`src/rtl/up_cntr_arb.sv`:
```
// up_cntr_arb: round-robin arbiter sharing one W-bit up counter between NREQ requesters.
module up_cntr_arb #(
    parameter int NREQ = 4,
    parameter int W    = 4
) (
    input  logic              clk,
    input  logic              rst,
    input  logic [NREQ-1:0]   req,
    input  logic [NREQ*W-1:0] len,
    input  logic              hold,
    output logic [NREQ-1:0]   gnt,
    output logic [NREQ-1:0]   done,
    output logic              abrt,
    output logic              busy,
    output logic [W-1:0]      Q
);
    localparam int PW = $clog2(NREQ);

    typedef enum logic [1:0] {IDLE, RUN, DONE} state_t;

    state_t          state, state_n;
    logic [PW-1:0]   ptr, ptr_n, w, w_n, win, idx, nxt;
    logic [W-1:0]    tc, tc_n, q_n;
    logic [NREQ-1:0] gnt_n, done_n;
    logic            abrt_n, found;
    logic [W-1:0]    lens [NREQ];

    genvar i;
    for (i = 0; i < NREQ; i++) begin : g_len
        assign lens[i] = len[i*W +: W];
    end

    assign busy = (state != IDLE);
    assign nxt  = (w == PW'(NREQ-1)) ? '0 : w + 1'b1;

    always_comb begin
        win   = '0;
        idx   = '0;
        found = 1'b0;
        for (int k = 0; k < NREQ; k++) begin
            idx = PW'((int'(ptr) + k) % NREQ);
            if (!found && req[idx]) begin
                win   = idx;
                found = 1'b1;
            end
        end
    end

    always_comb begin
        state_n = state;
        ptr_n   = ptr;
        w_n     = w;
        tc_n    = tc;
        gnt_n   = gnt;
        done_n  = '0;
        abrt_n  = 1'b0;
        q_n     = Q;
        case (state)
            IDLE: begin
                q_n = '0;
                if (found) begin
                    w_n     = win;
                    gnt_n   = NREQ'(1) << win;
                    tc_n    = lens[win];
                    state_n = RUN;
                end
            end
            RUN: begin
                if (!req[w]) begin
                    gnt_n   = '0;
                    q_n     = '0;
                    abrt_n  = 1'b1;
                    ptr_n   = nxt;
                    state_n = IDLE;
                end else if (!hold) begin
                    if (Q == tc) begin
                        gnt_n   = '0;
                        done_n  = NREQ'(1) << w;
                        state_n = DONE;
                    end else begin
                        q_n = Q + 1'b1;
                    end
                end
            end
            DONE: begin
                q_n     = '0;
                ptr_n   = nxt;
                state_n = IDLE;
            end
            default: state_n = IDLE;
        endcase
    end

    always_ff @(posedge clk or posedge rst) begin
        if (rst) begin
            state <= IDLE;
            ptr   <= '0;
            w     <= '0;
            tc    <= '0;
            gnt   <= '0;
            done  <= '0;
            abrt  <= 1'b0;
            Q     <= '0;
        end else begin
            state <= state_n;
            ptr   <= ptr_n;
            w     <= w_n;
            tc    <= tc_n;
            gnt   <= gnt_n;
            done  <= done_n;
            abrt  <= abrt_n;
            Q     <= q_n;
        end
    end
endmodule

```
`config.mk`:
```
export PLATFORM = sky130hd
export DESIGN_NAME = up_cntr_arb
export DESIGN_NICKNAME = d
export VERILOG_FILES = /design/src/rtl/up_cntr_arb.sv
export SDC_FILE = /design/constraint.sdc
export NUM_CORES = 1
export LEC_CHECK = 0
export ABC_AREA = 0
export BUFFER_PORTS_ARGS = -buffer_cell sky130_fd_sc_hd__buf_2
export CAP_MARGIN = 20
export CELL_PAD_IN_SITES_DETAIL_PLACEMENT = 0
export CELL_PAD_IN_SITES_GLOBAL_PLACEMENT = 1
export CORE_MARGIN = 5
export CORE_UTILIZATION = 40
export DETAILED_ROUTE_END_ITERATION = 10
export PLACE_DENSITY = 0.84
export SLEW_MARGIN = 40
export SYNTH_ARGS = -nofsm -noshare
export SYNTH_HDL_FRONTEND = slang
export SYNTH_SLANG_ARGS = --single-unit
```
`constraint.sdc`:
```
create_clock -name clk -period 2.16 [get_ports clk]
set_input_delay 0.324 -clock clk [delete_from_list [all_inputs] [get_ports clk]]
set_output_delay 0.324 -clock clk [all_outputs]
set_load 0.1 [all_outputs]
```
==> out/metrics.cfg <==
[status]
status=finished, final reports clean

[die]
die-area_um2=4666
coreArea_um2=3311
die_y_um=68.31
start_util=0.4108
die_width_um=68.31
rows=21
io_pins=37

[run]
drv_cap=0

[synth]
yosysTopAreaCellShare=0.4232
syn_nets=151
ys_warn_count=0
synth-seq-cells=23
synth_top_area_cell=dfrtp_1
synthArstFlopShare=1.000
synth_area_um2=1360
synthCells=123
synthTopCellsByArea=dfrtp_1, ha_1, a2111oi_2
synth_cell_type_count=44
synth_edf_count=0
synth_flop_cell=dfrtp_1
syn_area_per_cell_um2=11.06
synth-seq-area-share=0.4232

[finish]
antenna_cells=0
register_area_um2=575.6
nFillCells=332
area_growth_pct=19.96
fin_nets=193
multi_input_area_um2=747.0
finalNonFillerCells=210
layout-drive-gt1-share=0.3598

[clock_network]
cts_setup_buffers=0
ctsHtreeMaxLevel=1
ctsResizeCount=0
clockBufferDepth=2
clock_latency_ps=310
clock-sinks=23
postCtsHoldBufs=0
cts_tree=built
clk_pin_slew_worst_paths_ps=120
numCtsBuffers=3
clock-root-buffer=clkbuf_4

[global_route]
first_global_vias=1081
overflow=0
grt_first_pass_wirelength_um=5002
grt_max_degree=24
antenna_found_initial=0
gr-usage-all-layers=0.1443

[placed_design]
gp_congestion=0.7980
dp.cells=206
hpwl_um=2460
portBuffers=36
pre_cts_ws_ps=329.1

[pwr]
power_uw=2229
ir_worst_vdd_uv=666.2
total_leakage_power_uw=0.0007783
powerDensity_nw_per_um2=1366

[detailed_routing]
ant_nets=0
first_pass_iters=4
drtIter0Drc=47
routedWlPerCell_um=14.50
dr_total_vias=1113
drc=0
via_per_inst=5.300
wirelength_um=3045

[sta]
rsz0062_at_grt=false
fin_crit_sh=0.8483
fmax_mhz=545.7
finalHoldViolCount=0
fin_setup_tns_ps=0
finalSetupViolCount=0
max_slew_margin=0.5993
layout_setup_ws_ps=327.6
worst_pin_slew_ps=593.3
skew_ps=2.690
hold_slack_ps=28.25
finalCriticalPeriod_ps=1832
slew_violations=0

[setup_path]
worstPathMaxFanout=6
crit_chain=mux4_2 > nor3_2 > a21o_1 > mux2_1
cp_data_arrival_time_ps=2030
endpoint_kind=flip-flop
slowest_delay_ps=580
required_ps=2360
cp_top_family=multiplexers
cp_slowest_cell=mux4_2
worst-path-buf-inv=0
start_kind=flip-flop
crit_type=flip-flop to flip-flop

[worst_hold_path]
hold_path.class=primary input to asynchronous set/reset pin

==> registers in the layout (all words and copies together), names as in the netlist <==
register	cells
Q	4
abrt	1
done	4
gnt	4
ptr	2
state	2
tc	4
w	2
==> final timing paths <==
check	startpoint	to	slack (ps)	cells past startpoint
max	w[0]	ptr[1]	330	4
min	rst	Q[2]	30	3
max reg2reg	w[0]	ptr[1]	330	4
min reg2reg	gnt[1]	gnt[1]	530	1
max in group asynchronous	rst	w[1]	1910	3
min in group clk	hold	state[1]	250	2
==> power breakdown <==
group | switching [uW] | leakage (uW) | internal, uW
Combinational | 952 | 0.000467 | 375
Sequential | 135 | 0.000296 | 568
Clock | 125 | 0.0000150 | 72.1
Total | 1210 | 0.000778 | 1020
==> through the flow <==
stage               cell area, um^2    util
global placement               1605  0.4849
global route                   1632  0.4928
CTS                            1632  0.4928
finish                         1632  0.4928
floorplan                      1360       -
detailed placement             1605  0.4849
==> worst reg2reg max path, cell delays in order (launching register included) <==
cell and delay, ps:
dfrtp_1 470, mux4_2 580, nor3_2 170, a21o_1 160, mux2_1 340
==> layout make-up <==
cell class,instances,area share
repair buffers,39,0.1242
well taps,46,0.03528
multi-input cells,92,0.4578
flip-flops and latches,23,0.3528
inverters,6,0.01380
clock buffers,4,0.01610
==> cell usage in the layout, fill, tap and decap left out, types with 2 or more instances in the layout <==
master / synthesis / final
or2_1: 2 / 2
a32oi_1: 3 / 3
mux2i_1: 4 / 4
dfrtp_1: 23 / 23
a21boi_0: 4 / 4
nand4b_1: 2 / 2
and2_1: 4 / 4
inv_2: 2 / 2
buf_2: 0 / 36
a21o_1: 2 / 2
xnor2_1: 4 / 4
buf_4: 0 / 3
nand2_1: 4 / 4
o21ai_1: 5 / 5
o2bb2ai_1: 2 / 2
mux2_1: 2 / 2
a21oi_1: 8 / 8
ha_1: 5 / 5
inv_1: 3 / 3
nand2_2: 2 / 2
a211oi_1: 4 / 4
nor2_1: 10 / 10
a22o_1: 2 / 2
a2111oi_2: 4 / 4
clkbuf_4: 0 / 3
==> metal layers <==
metal | part of all wire | vias up | global-route usage
li1 | - | 543 | -
met1 | 0.44 | 536 | 0.1816
met2 | 0.50 | 30 | 0.2455
met3 | 0.044 | 4 | 0.02135
met4 | 0.015 | 0 | 0.05955
met5 | 0 | - | 0
==> Yosys cell counts, types with 3 or more instances <==
cell	count
o21ai_1	5
a211oi_1	4
a21oi_1	8
a2111oi_2	4
nand2_1	4
a21boi_0	4
inv_1	3
ha_1	5
a32oi_1	3
dfrtp_1	23
mux2i_1	4
xnor2_1	4
and2_1	4
nor2_1	10
==> logic make-up after synthesis <==
| family | share of synthesized area |
|---|---|
| buf+inv | 0.02759 |
| compound gates | 0.2475 |
| xor+xnor | 0.02576 |
| flops | 0.4232 |
| fa+ha+maj | 0.04600 |
| mux | 0.06256 |
| simple gates | 0.1674 |
Power figures use the tool's default switching activity.
